**src/rtl/mu_thermal_pkg.sv**
```systemverilog
// Shared constants and types for the thermal capture path.
// Holds pixel/lane geometry used by mu_pixel_packer and a byte-swap helper
// for sensors that deliver big-endian 16-bit samples.
package mu_thermal_pkg;

    localparam int MU_PIXEL_W    = 16;
    localparam int MU_PACK_LANES = 4;
    localparam int MU_FRAME_W    = 32;
    localparam int MU_FRAME_H    = 24;

    typedef logic [MU_PIXEL_W-1:0] mu_pixel_t;

    // Swap the two bytes of a 16-bit pixel (big-endian sensor to little-endian bus).
    function automatic mu_pixel_t mu_byte_swap(input mu_pixel_t p);
        return {p[7:0], p[15:8]};
    endfunction

endpackage

```
**src/rtl/mu_pixel_packer.sv**
```systemverilog
// mu_pixel_packer: packs LANES consecutive pixels into one wide word for the
// capture FIFO write port, flushing a partial word with a keep mask at end
// of frame. Build option MU_PIXEL_PACKER_SWAP_EN byte-swaps every accepted
// pixel before packing (requires PW == 16).
module mu_pixel_packer
    import mu_thermal_pkg::*;
#(
    parameter int PW    = MU_PIXEL_W,
    parameter int LANES = MU_PACK_LANES
) (
    input  logic                clk,
    input  logic                rst,
    input  logic [PW-1:0]       in_data,
    input  logic                in_valid,
    input  logic                in_last,
    output logic                in_ready,
    output logic [PW*LANES-1:0] out_data,
    output logic [LANES-1:0]    out_keep,
    output logic                out_last,
    output logic                out_valid,
    input  logic                out_ready,
    output logic                frame_done
);

    localparam int DW = PW * LANES;
    localparam int AW = PW * (LANES - 1);
    localparam int LW = $clog2(LANES);

    logic [AW-1:0]    r_acc;
    logic [LW-1:0]    r_lane;
    logic [DW-1:0]    r_out_data;
    logic [LANES-1:0] r_out_keep;
    logic             r_out_last;
    logic             r_out_valid;

    logic [PW-1:0]    w_pix;
    logic             w_in_ready;
    logic             w_accept;
    logic             w_complete;
    logic             w_consume;
    logic [DW-1:0]    w_word;
    logic [LANES-1:0] w_keep;

`ifdef MU_PIXEL_PACKER_SWAP_EN
    assign w_pix = mu_byte_swap(in_data);
`else
    assign w_pix = in_data;
`endif

    // in_ready depends on output-register state only, never on in_valid/in_last.
    assign w_in_ready = !r_out_valid || out_ready;
    assign w_accept   = in_valid && w_in_ready;
    assign w_complete = (r_lane == LW'(LANES - 1)) || in_last;
    assign w_consume  = r_out_valid && out_ready;

    // Assemble the completed word: stored lanes below r_lane, new pixel at r_lane, zeros above.
    always_comb begin
        w_word = '0;
        w_keep = '0;
        for (int i = 0; i < LANES - 1; i++) begin
            if (i < int'(r_lane)) begin
                w_word[i*PW +: PW] = r_acc[i*PW +: PW];
            end else begin
                w_word[i*PW +: PW] = '0;
            end
        end
        w_word[int'(r_lane)*PW +: PW] = w_pix;
        for (int i = 0; i < LANES; i++) begin
            w_keep[i] = (i <= int'(r_lane));
        end
    end

    // Accumulator and lane index: store non-completing pixels, restart at lane 0 on completion.
    always_ff @(posedge clk) begin
        if (rst) begin
            r_acc  <= '0;
            r_lane <= '0;
        end else if (w_accept && w_complete) begin
            r_lane <= '0;
        end else if (w_accept) begin
            r_acc[int'(r_lane)*PW +: PW] <= w_pix;
            r_lane                       <= r_lane + LW'(1);
        end else begin
            r_lane <= r_lane;
        end
    end

    // Output register: load on completion (even while the old word is consumed), hold under backpressure.
    always_ff @(posedge clk) begin
        if (rst) begin
            r_out_data  <= '0;
            r_out_keep  <= '0;
            r_out_last  <= 1'b0;
            r_out_valid <= 1'b0;
        end else if (w_accept && w_complete) begin
            r_out_data  <= w_word;
            r_out_keep  <= w_keep;
            r_out_last  <= in_last;
            r_out_valid <= 1'b1;
        end else if (w_consume) begin
            r_out_valid <= 1'b0;
        end else begin
            r_out_valid <= r_out_valid;
        end
    end

    assign in_ready   = w_in_ready;
    assign out_data   = r_out_data;
    assign out_keep   = r_out_keep;
    assign out_last   = r_out_last;
    assign out_valid  = r_out_valid;
    assign frame_done = w_consume && r_out_last;

endmodule

```
**config.mk**
```make
export PLATFORM = sky130hd
export DESIGN_NAME = mu_pixel_packer
export DESIGN_NICKNAME = d
export VERILOG_FILES = /design/src/rtl/mu_thermal_pkg.sv /design/src/rtl/mu_pixel_packer.sv
export SDC_FILE = /design/constraint.sdc
export NUM_CORES = 1
export LEC_CHECK = 0
export CAP_MARGIN = 20
export CORE_UTILIZATION = 38
export CTS_CLUSTER_SIZE = 20
export DETAILED_ROUTE_END_ITERATION = 16
export DONT_BUFFER_PORTS = 1
export GPL_ROUTABILITY_DRIVEN = 0
export PLACE_DENSITY_LB_ADDON = 0.2
export RECOVER_POWER = 25
export SKIP_LAST_GASP = 1
export SYNTH_ARGS = -nofsm -noshare
export SYNTH_HDL_FRONTEND = slang
export SYNTH_SLANG_ARGS = --single-unit
```
**constraint.sdc**
```tcl
create_clock -name clk -period 2.25 [get_ports clk]
set_input_delay 0.45 -clock clk [delete_from_list [all_inputs] [get_ports clk]]
set_output_delay 0.45 -clock clk [all_outputs]
set_load 0.01 [all_outputs]
```
# --- Yosys cells after proc, flatten, opt, wreduce, memory -nomap -nowiden ---
# Index checks and enable logic that the tools add are counted.
totals:
  ff_bits: 120
  inputBits: 21
  output_inout_bits: 72
  wordCells: 37
classes:
  addsub: 2
  magnitude_cmp: 6
  eq_ne: 1
  n_shift: 4
  n_mux: 7
  bitwise: 1
  n_reduce_logical: 10
ops:
  columns: ["operator", "n"]
  rows:
  - ["bitwise mux 64 bit", 1]
  - ["variable shift 16 x 33 -> 64 bit (first input constant)", 1]
  - ["indexed part select 16 x 33 -> 64 bit", 1]
  - ["bitwise mux 48 bit", 1]
  - ["two-way mux 16 bit", 3]
  - ["variable shift 16 x 33 -> 48 bit (first input constant)", 1]
  - ["indexed part select 16 x 33 -> 48 bit", 1]
  - ["negation 6 -> 33 bit", 1]
  - ["less-or-equal comparator 2 bit (first input constant)", 2]
  - ["logical AND 1 bit", 4]
  - ["< comparator 1 x 2 -> 1 bit (first input constant)", 2]
  - ["adder 2 x 1 -> 2 bit (second input constant)", 1]
  - ["equality test 2 bit (second input constant)", 1]
  - ["less-or-equal comparator 1 x 2 -> 1 bit (first input constant)", 1]
  - ["logical OR 1 bit", 2]
  - ["< comparator 2 bit (first input constant)", 1]
  - ["two-way mux 1 bit", 2]
  - ["AND reduction 2 bit", 1]
  - ["nonzero test 2 bit", 1]
  - ["OR reduction 2 bit", 1]
  - ["zero test 1 bit", 1]
  - ["NOT 1 bit", 1]

# --- Longest topological paths before layout ---
# Gate-level depths: netlist (run 1).
logic_depth:
  ltp_word: 6
  depth_mapped: 8
  mapped_depth_nobuf: 5

# --- Worst setup path after synthesis (run 1) ---
# OpenSTA, ideal clock, no wires.
synth_timing:
  path_kind: "register to register"
  from: "register r_lane[0]"
  to: "register r_out_data[48], in the netlist out_data[48]"
  setup_time_ns: 0.057
  t_arrival_ns: 2.069
  t_required_ns: 2.193
  path_slack_ns: 0.124
  path_stages_with_launch: 8
  path_buffers: 2
  synth_period_minus_slack_ns: 2.126
  cell_sequence: "dfxtp_1 buf_4 inv_1 ha_1 or4b_4 nor4_4 buf_6 a22o_2"
synth_via:
  elab_chain_len: 3
  word_cells_on_any_way: 7
  cone_classes: "add/sub: 1; eq/ne: 1; shift: 2; mux: 1; reduce/logical: 2"
synth_rtl:
  columns: ["item", "line", "rtl"]
  rows:
  - ["start: declaration", "mu_pixel_packer.sv:30", "logic [LW-1:0] r_lane;"]
  - ["start signal: assignment", "mu_pixel_packer.sv:82", "r_lane <= r_lane + LW'(1);"]
  - ["start signal: assignment", "mu_pixel_packer.sv:84", "r_lane <= r_lane;"]
  - ["negation 6 -> 33 bit / equality test 2 bit (equally long branches)", "mu_pixel_packer.sv:67, mu_pixel_packer.sv:53", null]
  - ["indexed part select 16 x 33 -> 64 bit, or another cell as far along", "mu_pixel_packer.sv:67", "w_word[int'(r_lane)*PW +: PW] = w_pix;"]
  - ["bitwise mux 64 bit / logical AND 1 bit (equally long branches)", "mu_pixel_packer.sv:67, mu_pixel_packer.sv:95", null]
  - ["end signal: assignment", "mu_pixel_packer.sv:96", "r_out_data <= w_word;"]
  - ["end: declaration", "mu_pixel_packer.sv:31", "logic [DW-1:0] r_out_data;"]
# Several ways; a longest one is shown, not always the timed one.
# A chain may end at the register's enable or synchronous reset.

# --- Final worst setup path (run 1) ---
layout_timing:
  from: "register r_lane[1]"
  to: "register r_out_data[62], in the netlist out_data[62]"
# Same word-level chain as after synthesis.

==> flow_summary.yaml, run 1 <==
run_status:
  run_status: "completed"
floorplan:
  ioPinCount: 93
  die_h_microns: 122.5
  floorplan.core_area_sq_um: 14040
  fp.dieW_microns: 122.5
  start_util_pct: 39.29
  design.die.area_sq_um: 15010
  num_rows: 43
worst_hold_path:
  holdCritPathClass: "input pin to register"
  timing.hold.worst_path_depth: 1
synthesis:
  synth-edff-count: 0
  post_synth_mux_area_share_pct: 6.712
  synthSimpleGateAreaFrac_pct: 17.32
  synth.lib_cells_used.distinct: 43
  synth-seq-cells: 120
  synth-warning-count: 0
  syn-cell-area_sq_um: 5518
  mappedNetlistNets: 606
  synth-async-reset-ratio_pct: 0
  dominant_combinational_cell_family_by_area_after_synthesis: "compound AO/OA/AOI/OAI gates"
  netlist_top_cells_area: "sky130_fd_sc_hd__dfxtp_1, sky130_fd_sc_hd__mux2i_1, sky130_fd_sc_hd__a31oi_1"
  xor_xnor_fraction_of_synth_area_pct: 0
  synthAdderAreaFrac_pct: 1.361
  synthesis.area_per_instance_sq_um: 9.530
  yosysTopAreaCell: "sky130_fd_sc_hd__dfxtp_1"
  area_fraction_of_the_dominant_cell_type_after_synthesis_pct: 43.54
  synth_sequential_area_ratio_pct: 43.54
  synth_compound_area_share_pct: 25.17
  syn_inst: 579
  synth_ff_type: "sky130_fd_sc_hd__dfxtp_1"
timing:
  final_number_of_hold_violating_endpoints: 0
  timing.final.crit_share_pct: 94.70
  setup_repair_after_global_routing_missed_its_margin: "no"
  slew_headroom_pct: 49.41
  drv_slew: 0
  setup_violations: 0
  final.setup.tns_ns: 0
  fin_crit_ns: 2.131
  fmaxAchievable_mhz: 469.3
  clock-skew-final_ns: 0.009513
  tightestPinTransition_ns: 0.7560
power:
  sequentialPowerShare_pct: 44.3
  power.density_cell_area_nw_per_um2: 834.4
  max-vdd-ir-drop_mv: 0.4887
  power.combinational.fraction_pct: 8.2
  switching_power_mw: 1.226
  leakage_nw: 2.084
  p_int_mw: 3.934
  clockPowerShare_pct: 47.5
  power_switching_share_pct: 23.75
worst_setup_path:
  setup.worst_path.class: "register to register"
  worst-path-buf-inv: 2
  critPathTopFamily: "simple AND/OR/NAND/NOR gates"
  crit_slowest_cell: "sky130_fd_sc_hd__or4b_4"
  slowest_delay_ns: 0.58
  path_cells: "inv_1 > ha_1 > or4b_4 > nor4_4 > buf_4 > a22o_2"
  start_kind: "register"
  timing.critical_path.depth: 6
  crit_path_end_kind: "register"
  critPathArrivalTime_ns: 2.49
  cp.required_ns: 2.61
  r2r.worst_path.cells: 6
  path_max_fanout: 16
placed_design:
  place.port_buffers: 0
  detailed_place_hpwl_microns: 9901
  placedCellCount: 716
routing:
  dr_total_vias: 4495
  drcViolationCount: 0
  drtPass1Iterations: 5
  wl_per_cell_microns: 21.18
  final_antenna_net_count: 0
  vias_per_cell: 6.034
  drc_violation_total_after_the_first_tritonroute_iteration: 327
  wirelength_microns: 15780
global_routing:
  grt_usage_pct: 21.77
  grt_antenna_before_repair: 0
  first_pass_grt_wire_length_microns: 24100
  grt-ovfl-total: 0
  grt_pass1_vias: 4247
  grt_start_max_net_pins: 125
clock_network:
  h-tree-depth: 4
  clock_tree_from_tritoncts: "yes"
  clk-insertion-delay-late_ns: 0.42
  cts-root-to-sink-buffers: 2
  cts_buffers: 17
  cts_sinks: 120
  postCtsHoldBufs: 0
  root_buffer: "sky130_fd_sc_hd__clkbuf_16"
  clk_pin_slew_worst_paths_ns: 0.05
final_layout:
  final_nets: 582
  area.growth.synth_to_final_pct: 12.06
  area.sequential_sq_um: 2402
  filler_instances: 1340
  n_antenna_cell: 0
  drive_above_1_share_pct: 14.51
  multi_input_area_sq_um: 2803
  final_cell_count_no_fill: 745
run:
  drv_cap: 0
==> what timing repair did <==
action	4_1_cts	5_1_grt
setup endpoints to repair	1	0
gates resized for setup	1	0
setup buffers	0	0
==> through the flow <==
stage	power, mW	utilization [%]	worst slack (ns)	instance area (sq um)	hold slack, ns
2_1_floorplan	2.680	-	0.1241	5518	0.4441
3_3_place_gp	2.748	40.24	0.1543	5650	0.4528
3_5_place_dp	2.761	40.24	0.02798	5650	0.4562
4_1_cts	5.223	44.06	0.1150	6187	0.08852
5_1_grt	5.366	44.03	0.006938	6183	0.08870
6_report	5.160	44.03	0.1191	6183	0.1092
==> synth_stat cells, types with 6 or more instances <==
master                       n
sky130_fd_sc_hd__dfxtp_1   120
sky130_fd_sc_hd__a31oi_1    51
sky130_fd_sc_hd__nand2b_1   48
sky130_fd_sc_hd__clkbuf_1   41
sky130_fd_sc_hd__a211oi_1   40
sky130_fd_sc_hd__mux2i_1    37
sky130_fd_sc_hd__nor2b_1    26
sky130_fd_sc_hd__nand3_1    24
sky130_fd_sc_hd__a21oi_1    20
sky130_fd_sc_hd__nand2_1    20
sky130_fd_sc_hd__buf_2      17
sky130_fd_sc_hd__nand3b_1   16
sky130_fd_sc_hd__a32oi_1    12
sky130_fd_sc_hd__a31o_2     11
sky130_fd_sc_hd__a41oi_1    11
sky130_fd_sc_hd__a22o_2     10
sky130_fd_sc_hd__a22oi_1    10
sky130_fd_sc_hd__a311oi_1   10
sky130_fd_sc_hd__a22o_1      6
sky130_fd_sc_hd__ha_1        6
==> sequential cells by signal, indices dropped and copies added (netlist names) <==
| name | flops |
|---|---|
| out_data | 64 |
| out_keep | 4 |
| out_last | 1 |
| out_valid | 1 |
| r_acc | 48 |
| r_lane | 2 |
==> routing by layer <==
layer	track usage (%)	vias up	share of wire, %
met3	6.413	36	6.4
met2	32.20	157	45
met1	27.75	2167	44
met5	0	-	0
met4	13.26	0	4.1
li1	-	2135	-
==> cells by family after synthesis <==
| family | Yosys count |
|---|---|
| compound gates | 187 |
| simple gates | 155 |
| flops | 120 |
| buf+inv | 74 |
| mux | 37 |
| fa+ha+maj | 6 |
==> path summary, 6_finish.rpt <==
check	start	endpoint	slack (ns)
worst min-delay path	rst	out_data[12]	0.11
worst max register to register	r_lane[1]	out_data[62]	0.12
worst min register to register	r_acc[10]	r_acc[10]	0.47
worst max-delay path	r_lane[1]	out_data[62]	0.12
==> power by group through the flow <==
stage	Clock, mW	Sequential [mW]	Combinational, mW
after detailed placement	0	2.33	0.429
after floorplan	0	2.31	0.367
after CTS	2.51	2.29	0.430
after global routing	2.61	2.29	0.463
final	2.45	2.29	0.424
after global placement	0	2.33	0.419
==> layout by cell type (no fill, tap or decap), types with 2 or more instances in the layout <==
| master | Yosys | final |
|---|---|---|
| sky130_fd_sc_hd__dfxtp_1 | 120 | 120 |
| sky130_fd_sc_hd__a31oi_1 | 51 | 51 |
| sky130_fd_sc_hd__nand2b_1 | 48 | 48 |
| sky130_fd_sc_hd__a211oi_1 | 40 | 40 |
| sky130_fd_sc_hd__mux2i_1 | 37 | 37 |
| sky130_fd_sc_hd__nor2b_1 | 26 | 25 |
| sky130_fd_sc_hd__nand3_1 | 24 | 24 |
| sky130_fd_sc_hd__buf_4 | 3 | 23 |
| sky130_fd_sc_hd__nand2_1 | 20 | 20 |
| sky130_fd_sc_hd__a21oi_1 | 20 | 20 |
| sky130_fd_sc_hd__clkbuf_16 | 0 | 17 |
| sky130_fd_sc_hd__nand3b_1 | 16 | 16 |
| sky130_fd_sc_hd__a32oi_1 | 12 | 12 |
| sky130_fd_sc_hd__a41oi_1 | 11 | 11 |
| sky130_fd_sc_hd__a31o_2 | 11 | 11 |
| sky130_fd_sc_hd__a22o_2 | 10 | 10 |
| sky130_fd_sc_hd__a22oi_1 | 10 | 10 |
| sky130_fd_sc_hd__a311oi_1 | 10 | 10 |
| sky130_fd_sc_hd__a22o_1 | 6 | 6 |
| sky130_fd_sc_hd__ha_1 | 6 | 6 |
| sky130_fd_sc_hd__clkbuf_8 | 0 | 6 |
| sky130_fd_sc_hd__inv_1 | 5 | 5 |
| sky130_fd_sc_hd__nor2_1 | 5 | 5 |
| sky130_fd_sc_hd__clkbuf_1 | 41 | 4 |
| sky130_fd_sc_hd__clkinv_2 | 0 | 3 |
| sky130_fd_sc_hd__nor4bb_1 | 2 | 2 |
| sky130_fd_sc_hd__and4bb_2 | 2 | 2 |
| sky130_fd_sc_hd__and4_1 | 2 | 2 |
| sky130_fd_sc_hd__o31ai_1 | 2 | 2 |
==> cell type report <==
cell class | instances | share of cell area [%]
multi-input cells | 385 | 45.33
flip-flops and latches | 120 | 38.85
clock buffers | 26 | 8.397
well taps | 180 | 3.642
repair buffers | 25 | 3.177
inverters | 6 | 0.3642
clock inverters | 3 | 0.2428
No activity file was read; power rests on OpenSTA's default activity.
==> inputs of run 2 (changes only) <==
Settings changed: CELL_PAD_IN_SITES_DETAIL_PLACEMENT set to 0, CELL_PAD_IN_SITES_GLOBAL_PLACEMENT set to 2, CORE_ASPECT_RATIO set to 0.8, CORE_UTILIZATION 38 to 35.
==> flow_summary.yaml, run 2 (synthesized netlist as in run 1, its figures left out) <==
power:
  leakage_nw: 2.149
  max-vdd-ir-drop_mv: 0.5696
  total_power_mw: 5.611
  power.density_cell_area_nw_per_um2: 883.4
final_layout:
  area.growth.synth_to_final_pct: 15.10
  final_nets: 586
  largest_reg_flops: 64
  n_antenna_cell: 0
  mostFrequentLayoutCells: "sky130_fd_sc_hd__dfxtp_1, sky130_fd_sc_hd__a31oi_1, sky130_fd_sc_hd__nand2b_1"
  layout.core_utilization_pct: 41.74
  area.sequential_sq_um: 2402
  drive_above_1_share_pct: 16.08
  final_cell_count_no_fill: 782
  final_common_cell: "sky130_fd_sc_hd__dfxtp_1"
  fin_area_sq_um: 6351
  filler_instances: 1522
  multi_input_area_sq_um: 2805
timing:
  setup_repair_after_global_routing_missed_its_margin: "no"
  drv_slew: 0
  fmaxAchievable_mhz: 472.3
  final_number_of_hold_violating_endpoints: 0
  clock-skew-final_ns: 0.006504
  final.setup.tns_ns: 0
  finalHoldWorstSlack_ns: 0.09894
  timing.final.crit_share_pct: 94.11
  setup_violations: 0
  tightestPinTransition_ns: 0.6124
  fin_crit_ns: 2.117
  slew_headroom_pct: 59.18
  final.setup.worst_slack_ns: 0.1326
routing:
  final_antenna_net_count: 0
  drcViolationCount: 0
  drtPass1Iterations: 5
  highest_layer: "met4"
  vias_per_cell: 5.876
  amount_of_wire_on_met2_after_detailed_routing_microns: 7527
  detail_route.wirelength.met1_microns: 8279
  wl_per_cell_microns: 21.93
  drc_violation_total_after_the_first_tritonroute_iteration: 344
  dr_total_vias: 4595
  route.met3.wl_microns: 1132
  wirelength_microns: 17150
placed_design:
  worst_setup_slack_before_clock_tree_synthesis_ns: 0.09403
  place.port_buffers: 0
  dpl_cell_area_sq_um: 5718
  placedCellCount: 750
  detailed_place_hpwl_microns: 10860
floorplan:
  start_util_pct: 36.27
  fp.dieW_microns: 142.4
  die_h_microns: 114.3
  ioPinCount: 93
  num_rows: 40
  floorplan.core_area_sq_um: 15210
  design.die.area_sq_um: 16270
worst_setup_path:
  path_max_fanout: 16
  critPathArrivalTime_ns: 2.48
  setup.worst_path.class: "register to register"
  start_kind: "register"
  crit_path_end_kind: "register"
  cp.required_ns: 2.61
global_routing:
  grt_usage_pct: 21.99
  grt_pass1_vias: 4442
  grt_start_max_net_pins: 125
  grt-ovfl-total: 0
  first_pass_grt_wire_length_microns: 26660
  grt_antenna_before_repair: 0
clock_network:
  cts_buffers: 17
  root_buffer: "sky130_fd_sc_hd__clkbuf_16"
  post_cts_buffers: 0
  postCtsHoldBufs: 0
  h-tree-depth: 4
  clk-insertion-delay-late_ns: 0.42
  clock_tree_from_tritoncts: "yes"
  cts-root-to-sink-buffers: 2
  cts_sinks: 120
  clk_pin_slew_worst_paths_ns: 0.05
worst_hold_path:
  holdCritPathClass: "input pin to register"
run:
  drv_cap: 0
run_status:
  run_status: "completed"
[run 2: repair_timing]
| item | CTS | global route |
|---|---|---|
| resized for setup | 0 | 2 |
| endpoints found under the setup margin | 0 | 16 |
| endpoints found under the hold margin | 0 | 0 |
[run 2: final timing paths]
kind	slack (ns)	from	endpoint	depth (start not counted)
worst max-delay path	0.13	r_lane[1]	out_data[54]	6
worst min-delay path	0.1	rst	out_data[19]	1
worst max register to register	0.13	r_lane[1]	out_data[54]	6
worst min register to register	0.47	r_acc[4]	r_acc[4]	2
[run 2: final cells by class]
type / instances / share of cell area (%)
repair buffers: 29 / 3.625
multi-input cells: 385 / 44.17
inverters: 6 / 0.3546
clock inverters: 7 / 1.773
clock buffers: 25 / 8.117
well taps: 210 / 4.137
flip-flops and latches: 120 / 37.83
[run 2: where the power goes]
part / switching (mW) / internal [mW] / total, mW / leakage, nW
Combinational: 0.257 / 0.180 / 0.437 / 0.863
Clock: 0.977 / 1.91 / 2.89 / 0.309
Sequential: 0.0794 / 2.20 / 2.28 / 0.976
Total: 1.31 / 4.30 / 5.61 / 2.15
[run 2: worst max-delay path, stage by stage, from the launching register on]
cell,delay [ns]
sky130_fd_sc_hd__dfxtp_1,0.43
sky130_fd_sc_hd__inv_1,0.11
sky130_fd_sc_hd__ha_1,0.39
sky130_fd_sc_hd__or4b_4,0.58
sky130_fd_sc_hd__nor4_4,0.13
sky130_fd_sc_hd__buf_4,0.26
sky130_fd_sc_hd__a22o_1,0.16
[run 2: routing by layer]
metal	track usage, %	vias up
met1	29.88	2293
li1	-	2153
met5	0	-
met3	6.232	18
met2	32.94	131
met4	8.244	0
==> inputs of run 3 (changes only) <==
Settings changed: RECOVER_POWER 25 to 100.
==> flow_summary.yaml, run 3 (synthesized netlist as in run 1, its figures left out) <==
global_routing:
  grt_antenna_before_repair: 0
  grt_pass1_vias: 4442
  grt-ovfl-total: 0
  first_pass_grt_wire_length_microns: 26660
  grt_start_max_net_pins: 125
  grt_usage_pct: 21.99
worst_setup_path:
  r2r.worst_path.cells: 6
  critPathArrivalTime_ns: 2.49
  setup.worst_path.class: "register to register"
  start_kind: "register"
  worst_r2r_startpoint: "r_lane[1]"
  crit_path_end_kind: "register"
  cp.required_ns: 2.61
  r2r-end: "out_data[63]"
  path_max_fanout: 16
  ff2ff_setup_slack_ns: 0.12
timing:
  setup_violations: 0
  drv_slew: 0
  clock-skew-final_ns: 0.005207
  final.setup.tns_ns: 0
  final_number_of_hold_violating_endpoints: 0
  fin_crit_ns: 2.133
  fmaxAchievable_mhz: 468.9
  tightestPinTransition_ns: 0.6917
  setup_repair_after_global_routing_missed_its_margin: "no"
  timing.final.crit_share_pct: 94.78
  slew_headroom_pct: 53.89
floorplan:
  ioPinCount: 93
  design.die.area_sq_um: 16270
  floorplan.core_area_sq_um: 15210
  fp.dieW_microns: 142.4
  num_rows: 40
  die_h_microns: 114.3
  start_util_pct: 36.27
clock_network:
  cts_sinks: 120
  h-tree-depth: 4
  post_cts_buffers: 0
  clock_tree_from_tritoncts: "yes"
  cts_buffers: 17
  postCtsHoldBufs: 0
  root_buffer: "sky130_fd_sc_hd__clkbuf_16"
  clk_pin_slew_worst_paths_ns: 0.05
  clk-insertion-delay-late_ns: 0.42
  cts-root-to-sink-buffers: 2
  post_cts_resize_count: 0
worst_hold_path:
  timing.hold.worst_path_depth: 1
  worst_hold_startpoint: "rst"
  hold_path_end: "out_data[19]"
  holdCritPathClass: "input pin to register"
final_layout:
  final_common_cell: "sky130_fd_sc_hd__dfxtp_1"
  multi_input_area_sq_um: 2800
  filler_instances: 1525
  final_nets: 586
  n_antenna_cell: 0
  largest_reg_flops: 64
  area.growth.synth_to_final_pct: 14.69
  mostFrequentLayoutCells: "sky130_fd_sc_hd__dfxtp_1, sky130_fd_sc_hd__a31oi_1, sky130_fd_sc_hd__nand2b_1"
  final_cell_count_no_fill: 782
  drive_above_1_share_pct: 15.38
  area.sequential_sq_um: 2402
power:
  power.density_cell_area_nw_per_um2: 886.0
  p_int_mw: 4.294
  max-vdd-ir-drop_mv: 0.5681
  leakage_nw: 2.136
  clockPowerShare_pct: 51.5
  sequentialPowerShare_pct: 40.7
  total_power_mw: 5.607
  power_switching_share_pct: 23.41
  power.combinational.fraction_pct: 7.7
  switching_power_mw: 1.313
routing:
  wirelength_microns: 17240
  wl_per_cell_microns: 22.04
  drtPass1Iterations: 4
  drcViolationCount: 0
  dr_total_vias: 4568
  vias_per_cell: 5.841
  final_antenna_net_count: 0
  drc_violation_total_after_the_first_tritonroute_iteration: 348
placed_design:
  place.port_buffers: 0
  placedCellCount: 750
  detailed_place_hpwl_microns: 10860
run_status:
  run_status: "completed"
run:
  drv_cap: 0
-- run 3: cell count changes in the layout (fill, tap and decap cells not counted), moves of 2 or more --
cell	delta
sky130_fd_sc_hd__buf_4	-9
sky130_fd_sc_hd__clkbuf_1	+2
sky130_fd_sc_hd__clkbuf_2	+3
sky130_fd_sc_hd__clkbuf_4	+3
-- run 3: worst max path at each step --
stage | from | slack, ns | cells past startpoint | to
finish | r_lane[1] | 0.12 | 6 | out_data[63]
global route | r_lane[1] | 0.03 | 6 | out_data[54]
CTS | r_lane[1] | 0.08 | 5 | r_acc[22]
detailed placement | r_lane[1] | 0.09 | 5 | r_acc[22]
global placement | r_lane[1] | 0.17 | 5 | r_acc[21]
floorplan | r_lane[0] | 0.12 | 7 | out_data[48]
-- run 3: power by group through the flow --
stage,Sequential [mW],Combinational (mW),Clock [mW]
2_1_floorplan,2.31,0.367,0
4_1_cts,2.28,0.438,2.95
6_report,2.28,0.434,2.89
3_5_place_dp,2.33,0.436,0
3_3_place_gp,2.33,0.430,0
5_1_grt,2.29,0.476,3.05
-- run 3: layout make-up --
cell class | instances | area share, %
repair buffers | 29 | 3.361
multi-input cells | 385 | 44.25
clock inverters | 7 | 1.779
flip-flops and latches | 120 | 37.96
clock buffers | 25 | 8.146
inverters | 6 | 0.3559
well taps | 210 | 4.152
-- run 3: through the flow --
step	utilization, %	area, sq um	hold slack [ns]	worst slack, ns
global placement	37.58	5718	0.4530	0.1717
detailed placement	37.58	5718	0.4617	0.09403
CTS	41.71	6346	0.08850	0.07561
finish	41.60	6329	0.09760	0.1174
floorplan	-	5518	0.4441	0.1241
global route	41.60	6329	0.08212	0.03364
-- run 3: layer usage --
metal	GRT usage, %	vias to the layer above	routed length [microns]
met5	0	-	0
met4	8.244	0	113
met3	6.232	6	909
met2	32.94	110	7699
met1	29.88	2302	8514
li1	-	2150	-
-- run 3: critical path, cell delays in order, from the launching register on --
cell	delay, ns
sky130_fd_sc_hd__dfxtp_1	0.43
sky130_fd_sc_hd__inv_1	0.11
sky130_fd_sc_hd__ha_1	0.40
sky130_fd_sc_hd__or4b_4	0.58
sky130_fd_sc_hd__nor4_4	0.13
sky130_fd_sc_hd__buf_4	0.26
sky130_fd_sc_hd__a22o_2	0.16
